$ cat config.mk
export PLATFORM = sky130hd
export DESIGN_NAME = song_recorder
export DESIGN_NICKNAME = d
export VERILOG_FILES = /design/src/rtl/song_recorder_pkg.sv /design/src/rtl/song_recorder_duration_counter.sv /design/src/rtl/song_recorder.sv
export SDC_FILE = /design/constraint.sdc
export NUM_CORES = 1
export LEC_CHECK = 0
export ABC_AREA = 1
export CORE_MARGIN = 2
export CORE_UTILIZATION = 55
export DETAILED_ROUTE_END_ITERATION = 10
export PLACE_DENSITY_LB_ADDON = 0.25
export SYNTH_ARGS = -nofsm -noshare
export SYNTH_HDL_FRONTEND = slang
export SYNTH_HIERARCHICAL = 1
export SYNTH_SLANG_ARGS = --single-unit
export TNS_END_PERCENT = 100
$ cat constraint.sdc
create_clock -name clk -period 4.1 [get_ports clk]
set_input_delay 0.82 -clock clk [delete_from_list [all_inputs] [get_ports clk]]
set_output_delay 0.82 -clock clk [all_outputs]
set_load 0.1 [all_outputs]
$ cat src/rtl/song_recorder_pkg.sv
// rtl/song_recorder_pkg.sv - song_recorder constants, state encoding and entry packing (optional RECORDER_GLITCH_FILTER_EN in top)
package song_recorder_pkg;

  // Song slot geometry. The last index of a slot always holds the end marker.
  localparam int ENTRIES = 32;
  localparam int IDX_W   = 5;
  localparam int SONG_W  = 2;
  localparam logic [IDX_W-1:0] LAST_IDX = IDX_W'(ENTRIES - 1);

  // Entry layout: [15] rest, [14:9] note, [8:6] meta, [5:0] duration in beats.
  localparam int ENTRY_W   = 16;
  localparam int DUR_W     = 6;
  localparam int NOTE_W    = 6;
  localparam int META_W    = 3;
  localparam int REST_FLAG = 15;
  localparam int NOTE_LSB  = 9;
  localparam int META_LSB  = 6;
  localparam int DUR_LSB   = 0;
  localparam logic [DUR_W-1:0]   DUR_MAX    = 6'd63;
  localparam logic [ENTRY_W-1:0] END_MARKER = 16'h0000;

  typedef enum logic [2:0] {
    IDLE   = 3'd0,
    ARMED  = 3'd1,
    HOLD   = 3'd2,
    REST   = 3'd3,
    WRITE  = 3'd4,
    FINISH = 3'd5
  } rec_state_t;

  // Rest entries carry no note or metadata, only the duration.
  function automatic logic [ENTRY_W-1:0] make_entry(
    input logic              rest,
    input logic [NOTE_W-1:0] note,
    input logic [META_W-1:0] meta,
    input logic [DUR_W-1:0]  dur
  );
    logic [ENTRY_W-1:0] e;
    e = '0;
    e[REST_FLAG] = rest;
    e[NOTE_LSB +: NOTE_W] = rest ? '0 : note;
    e[META_LSB +: META_W] = rest ? '0 : meta;
    e[DUR_LSB +: DUR_W] = dur;
    return e;
  endfunction

endpackage

$ cat src/rtl/song_recorder_duration_counter.sv
// rtl/song_recorder_duration_counter.sv - saturating beat counter with clear, preload-1 and at_max flag
module song_recorder_duration_counter
  import song_recorder_pkg::*;
(
  input  logic             clk,
  input  logic             reset,
  input  logic             clr,
  input  logic             load1,
  input  logic             inc,
  output logic [DUR_W-1:0] count,
  output logic             at_max
);

  logic [DUR_W-1:0] count_q, count_d;

  // Preload-1 wins over clear (beat landing on the entry boundary); increments stop at DUR_MAX
  always_comb begin
    count_d = count_q;
    if (load1) begin
      count_d = DUR_W'(1);
    end else if (clr) begin
      count_d = '0;
    end else if (inc && (count_q != DUR_MAX)) begin
      count_d = count_q + DUR_W'(1);
    end
  end

  // Count register
  always_ff @(posedge clk or negedge reset) begin
    if (!reset) begin
      count_q <= '0;
    end else begin
      count_q <= count_d;
    end
  end

  assign count  = count_q;
  assign at_max = (count_q == DUR_MAX);

endmodule

$ cat src/rtl/song_recorder.sv
// rtl/song_recorder.sv - records live key presses into song entries; RECORDER_GLITCH_FILTER_EN drops zero-beat entries
module song_recorder
  import song_recorder_pkg::*;
(
  input  logic                    clk,
  input  logic                    reset,
  input  logic                    record,
  input  logic [SONG_W-1:0]       song,
  input  logic                    key_valid,
  input  logic [NOTE_W-1:0]       key_note,
  input  logic [META_W-1:0]       key_meta,
  input  logic                    beat,
  output logic                    wr_en,
  output logic [SONG_W+IDX_W-1:0] wr_addr,
  output logic [ENTRY_W-1:0]      wr_data,
  output logic                    busy,
  output logic                    rec_done,
  output logic [IDX_W-1:0]        num_entries
);

  rec_state_t state_q, state_d;

  logic              record_prev_q, record_prev_d;
  logic              stop_q, stop_d;
  logic [SONG_W-1:0] song_q, song_d;
  logic [IDX_W-1:0]  index_q, index_d;
  logic [IDX_W-1:0]  num_q, num_d;
  logic [NOTE_W-1:0] note_q, note_d;
  logic [META_W-1:0] meta_q, meta_d;
  logic              rest_q, rest_d;
  logic              rec_done_q, rec_done_d;

  logic [DUR_W-1:0]  count;
  logic              at_max;
  logic              cnt_clr, cnt_load1, cnt_inc;

  logic              start, stop, key_changed, reach_max;
  logic              close_hold, close_rest, full, discard;
  rec_state_t        cont_state;

  song_recorder_duration_counter u_dur (
    .clk    (clk),
    .reset  (reset),
    .clr    (cnt_clr),
    .load1  (cnt_load1),
    .inc    (cnt_inc),
    .count  (count),
    .at_max (at_max)
  );

  // A stop request is remembered so the entry write can still be followed by FINISH
  assign start       = (state_q == IDLE) && record && !record_prev_q;
  assign stop        = stop_q || !record;
  assign key_changed = key_valid && ((key_note != note_q) || (key_meta != meta_q));
  // A beat arriving at DUR_MAX-1 closes the entry on that same beat
  assign reach_max   = at_max || (beat && (count == DUR_MAX - DUR_W'(1)));
  assign close_hold  = stop || !key_valid || key_changed || reach_max;
  assign close_rest  = stop || key_valid || reach_max;
  assign full        = (index_q == LAST_IDX);
  assign cont_state  = stop ? FINISH : (key_valid ? HOLD : REST);

`ifdef RECORDER_GLITCH_FILTER_EN
  assign discard = (count == '0) && !beat;
`else
  assign discard = 1'b0;
`endif

  assign cnt_inc   = beat && ((state_q == HOLD) || (state_q == REST));
  assign cnt_load1 = beat && (state_q == WRITE);
  assign cnt_clr   = (state_q == IDLE) || (state_q == ARMED) || (state_q == WRITE);

  // State register
  always_ff @(posedge clk or negedge reset) begin
    if (!reset) begin
      state_q <= IDLE;
    end else begin
      state_q <= state_d;
    end
  end

  // Next-state: closed entries go to WRITE, or FINISH once the slot is full
  always_comb begin
    state_d = state_q;
    case (state_q)
      IDLE:    if (start) state_d = ARMED;
      ARMED: begin
        if (stop) state_d = FINISH;
        else if (key_valid) state_d = HOLD;
      end
      HOLD: begin
        if (close_hold) state_d = discard ? cont_state : (full ? FINISH : WRITE);
      end
      REST: begin
        if (close_rest) state_d = discard ? cont_state : (full ? FINISH : WRITE);
      end
      WRITE:   state_d = cont_state;
      FINISH:  state_d = IDLE;
      default: state_d = IDLE;
    endcase
  end

  // Session datapath: slot/index captured on start, entry latches follow the next state
  always_comb begin
    record_prev_d = record;
    stop_d        = (state_q == IDLE) ? 1'b0 : stop;
    song_d        = song_q;
    index_d       = index_q;
    num_d         = num_q;
    note_d        = note_q;
    meta_d        = meta_q;
    rest_d        = rest_q;
    rec_done_d    = (state_q == FINISH);
    if (start) begin
      song_d  = song;
      index_d = '0;
      num_d   = '0;
    end
    if (state_q == WRITE) begin
      index_d = index_q + IDX_W'(1);
      num_d   = num_q + IDX_W'(1);
    end
    if (state_d == HOLD) begin
      note_d = key_note;
      meta_d = key_meta;
      rest_d = 1'b0;
    end else if (state_d == REST) begin
      rest_d = 1'b1;
    end
  end

  // Datapath registers
  always_ff @(posedge clk or negedge reset) begin
    if (!reset) begin
      record_prev_q <= 1'b0;
      stop_q        <= 1'b0;
      song_q        <= '0;
      index_q       <= '0;
      num_q         <= '0;
      note_q        <= '0;
      meta_q        <= '0;
      rest_q        <= 1'b0;
      rec_done_q    <= 1'b0;
    end else begin
      record_prev_q <= record_prev_d;
      stop_q        <= stop_d;
      song_q        <= song_d;
      index_q       <= index_d;
      num_q         <= num_d;
      note_q        <= note_d;
      meta_q        <= meta_d;
      rest_q        <= rest_d;
      rec_done_q    <= rec_done_d;
    end
  end

  // Write port outputs decoded from state; address and data are zero when not writing
  always_comb begin
    wr_en   = 1'b0;
    wr_addr = '0;
    wr_data = END_MARKER;
    case (state_q)
      WRITE: begin
        wr_en   = 1'b1;
        wr_addr = {song_q, index_q};
        wr_data = make_entry(rest_q, note_q, meta_q, (count == '0) ? DUR_W'(1) : count);
      end
      FINISH: begin
        wr_en   = 1'b1;
        wr_addr = {song_q, index_q};
        wr_data = END_MARKER;
      end
      default: ;
    endcase
  end

  assign busy        = (state_q != IDLE);
  assign rec_done    = rec_done_q;
  assign num_entries = num_q;

endmodule

==> reports/metrics.yaml <==
power_density_nw_per_um2: 811
end_kind: "primary output"
globalRouteOverflowTotal: 0
number_of_fill_cells_in_the_layout: 311
path_class: "reg -> out"
worst_slack_ns: 1.15
yosysSeqAreaShare: 0.397
slew_headroom: 0.338
wire_length_of_the_first_global_routing_pass_um: 7880
report.final.slew_viol_count: 0
chipHeight_um: 66.4
via_count_of_the_first_global_routing_pass: 1784
outcome: "finished, final reports clean"
post_cts_hold_buffer_count: 0
fmaxAchievable_ghz: 0.339
fin_hold_ws_ns: 0.500
cpMostUsedCell: "sky130_fd_sc_hd__nor2_1"
globalplace.congestion: 0.836
worst_path_dominant_cell_family: "simple AND/OR/NAND/NOR gates"
slowest_delay_ns: 0.45
mux_contribution_to_synthesized_area: 0
worst_clock_skew_ns: 0.00420
antenna_violating_nets_post_route: 0
min-delay-path-class: "reg -> reg"
die_area_um2: 4410
cts_repair_resize_count: 0
cts_root_buffer: "sky130_fd_sc_hd__clkbuf_8"
hpwlAfterDp_um: 3460
detail_route.wirelength_um: 4820
nets: 373
die_w_um: 66.4
largest_cells_by_area_after_synthesis: "sky130_fd_sc_hd__dfrtp_1 (40%), sky130_fd_sc_hd__nand2_1 (14%), sky130_fd_sc_hd__inv_1 (8.6%), sky130_fd_sc_hd__nor2_1 (8.2%), sky130_fd_sc_hd__nand3_1 (4.7%)"
numPortBuffers: 46
synth_compound_gate_area_share: 0.0519
worstPathArrival_ns: 2.13
floorplan.rows: 22
number_of_diodes_added_for_antenna_fixing: 0
report.final.setup_viol: 0
cts-root-to-sink-buffers: 2
placeableCoreArea_um2: 3720
crit_buf_inv: 2
cts_tree: "yes"
multi_input_area_um2: 1040
clk-insertion-delay-late_ns: 0.29
grt.total_usage: 0.234
dominant_combinational_cell_family_by_area_after_synthesis: "simple AND/OR/NAND/NOR gates"
synth_seq_cells: 34
max_cap_violations: 0
syn_avg_cell_area_um2: 7.05
final-seq-area_um2: 851
netlist_instances: 304
critPathMaxFanout: 14
ratio_of_cells_with_drive_above_1_in_the_final_layout: 0.161
clkTransAtPathRegs_ns: 0.07
worstPathCellList: "nor2_1, nand2_2, inv_2, nand2_1, nor2_1, buf_4"
hold_viol: 0
rsz0062_at_grt: "false"
number_of_primary_i_o_pins: 47
cts-buffers-inserted: 5
yosys.area_share.xor_xnor: 0.0163
final_area_um2: 2680
dp_worst_setup_slack_ns: 1.45
grt_start_max_net_pins: 22
synth_async_sr_flop_share: 1.00
synth-edff-count: 0
synth_top_cell_by_area: "sky130_fd_sc_hd__dfrtp_1"
starting_density_of_the_core: 0.577
place_area_um2: 2570
reported_leakage_power_nw: 1.39
timing.critical_path.required_ns: 3.28
final_min_period_over_clock_period: 0.720
crit_path_top_delay_cell: "sky130_fd_sc_hd__dfrtp_1"
timing.critical_path.from_type: "flop"
routed-via-count: 2047
post-cts-setup-buffers: 0
ys.warnings.count: 6
post_synth_fa_ha_maj_area_fraction: 0.0233
synth_top_area_share: 0.397
synth.net_count: 324
fin_tns_setup_ns: 0
syn_to_final_growth_pct: 25.1
residual_drc_count: 0
layout_min_cycle_time_ns: 2.95
antenna_found_initial: 0
worst_ir_drop_vdd_v: 0.000425
route.detailed.vias_per_inst: 5.09
worst-slew-pin-transition_ns: 0.990
clock-sinks: 34
yosysUniqueCellTypes: 28
netlist_area_um2: 2140
yosys.area_share.simple: 0.392
routedWlPerCell_um: 12.0
power_after_layout_w: 0.00218
drt_first_iter_violations: 129
yosys_most_used_dff: "sky130_fd_sc_hd__dfrtp_1"
first_pass_iteration_count_of_the_detailed_router: 4
clock_tree.htree_level_count: 2
[cells by family after synthesis]
family                     Yosys count
AOI/OAI and AO/OA                   21
xor gates and xnor gates             4
adders and majority gates            4
buffers and inverters               62
DFF                                 34
and+or+nand+nor                    179
[cell type report]
class,instances,area share
well taps,48,0.0224
inverters,57,0.0797
repair buffers,47,0.152
clock inverters,3,0.0168
flip-flops and latches,34,0.317
multi-input cells,208,0.386
clock buffers,5,0.0256
[cells in the final DEF, fill, tap and decap left out, drive strengths merged, types with 3 or more instances in the layout]
cell,instances
nand2,89
inv,56
nor2,51
dfrtp,34
buf,25
clkdlybuf4s50,22
nand3,21
nand4,14
o21ai,12
a21oi,6
clkbuf,5
ha,4
xor2,3
nor3,3
[through the flow]
| step | util | instances |
|---|---|---|
| floorplan | - | 304 |
| global placement | 0.692 | 394 |
| detailed placement | 0.692 | 394 |
| CTS | 0.722 | 402 |
| global route | 0.722 | 402 |
| finish | 0.722 | 402 |
[routing by layer]
| metal | vias to the layer above | GRT usage | wire length [um] |
|---|---|---|---|
| met5 | - | 0 | 0 |
| met4 | 0 | 0.0689 | 70 |
| met3 | 8 | 0.0562 | 238 |
| met2 | 48 | 0.386 | 2260 |
| met1 | 952 | 0.303 | 2260 |
| li1 | 1039 | - | - |
[tightest hold or removal path, cell delays in order, from the launching register on]
cell and delay, ns:
sky130_fd_sc_hd__dfrtp_1 0.37, sky130_fd_sc_hd__nand2_1 0.06, sky130_fd_sc_hd__nand2_1 0.05
[flip-flops by register name (all words and copies together), names as in the netlist]
register / count
meta_q: 3
u_dur/count: 6
record_prev_q: 1
state_q: 3
index_q: 5
stop_q: 1
song_q: 2
note_q: 6
rest_q: 1
rec_done: 1
num_entries: 5
[path summary, 6_finish.rpt]
path,startpoint,endpoint,slack [ns],cells after the start
min in group asynchronous,reset,index_q[2],1.07,1
setup reg to reg,u_dur/count[0],meta_q[2],2.00,15
setup / recovery,state_q[1],wr_data[7],1.15,6
hold / removal,note_q[2],note_q[2],0.50,2
hold reg to reg,note_q[2],note_q[2],0.50,2
max in group asynchronous,reset,state_q[1],2.26,2
[cells in the mapped netlist (2+ instances only)]
library cell              instances
sky130_fd_sc_hd__nand2_4          4
sky130_fd_sc_hd__nand2_1         79
sky130_fd_sc_hd__ha_1             4
sky130_fd_sc_hd__xor2_1           3
sky130_fd_sc_hd__a21oi_1          6
sky130_fd_sc_hd__nand2_2          6
sky130_fd_sc_hd__buf_6            3
sky130_fd_sc_hd__nor2_4           2
sky130_fd_sc_hd__nor3_2           2
sky130_fd_sc_hd__o22ai_1          2
sky130_fd_sc_hd__nor2_1          47
sky130_fd_sc_hd__inv_2            7
sky130_fd_sc_hd__o21ai_1          3
sky130_fd_sc_hd__dfrtp_1         34
sky130_fd_sc_hd__inv_1           49
sky130_fd_sc_hd__o21ai_0          9
sky130_fd_sc_hd__nand4_1         14
sky130_fd_sc_hd__nand3_1         20
[where the power goes]
group	switching, W	internal [W]	leakage (nW)
clock	0.000128	0.000181	0.0504
sequential	0.000108	0.000454	0.439
combinational	0.00101	0.000300	0.905
Note: power is estimated with default switching activity, not from simulation.
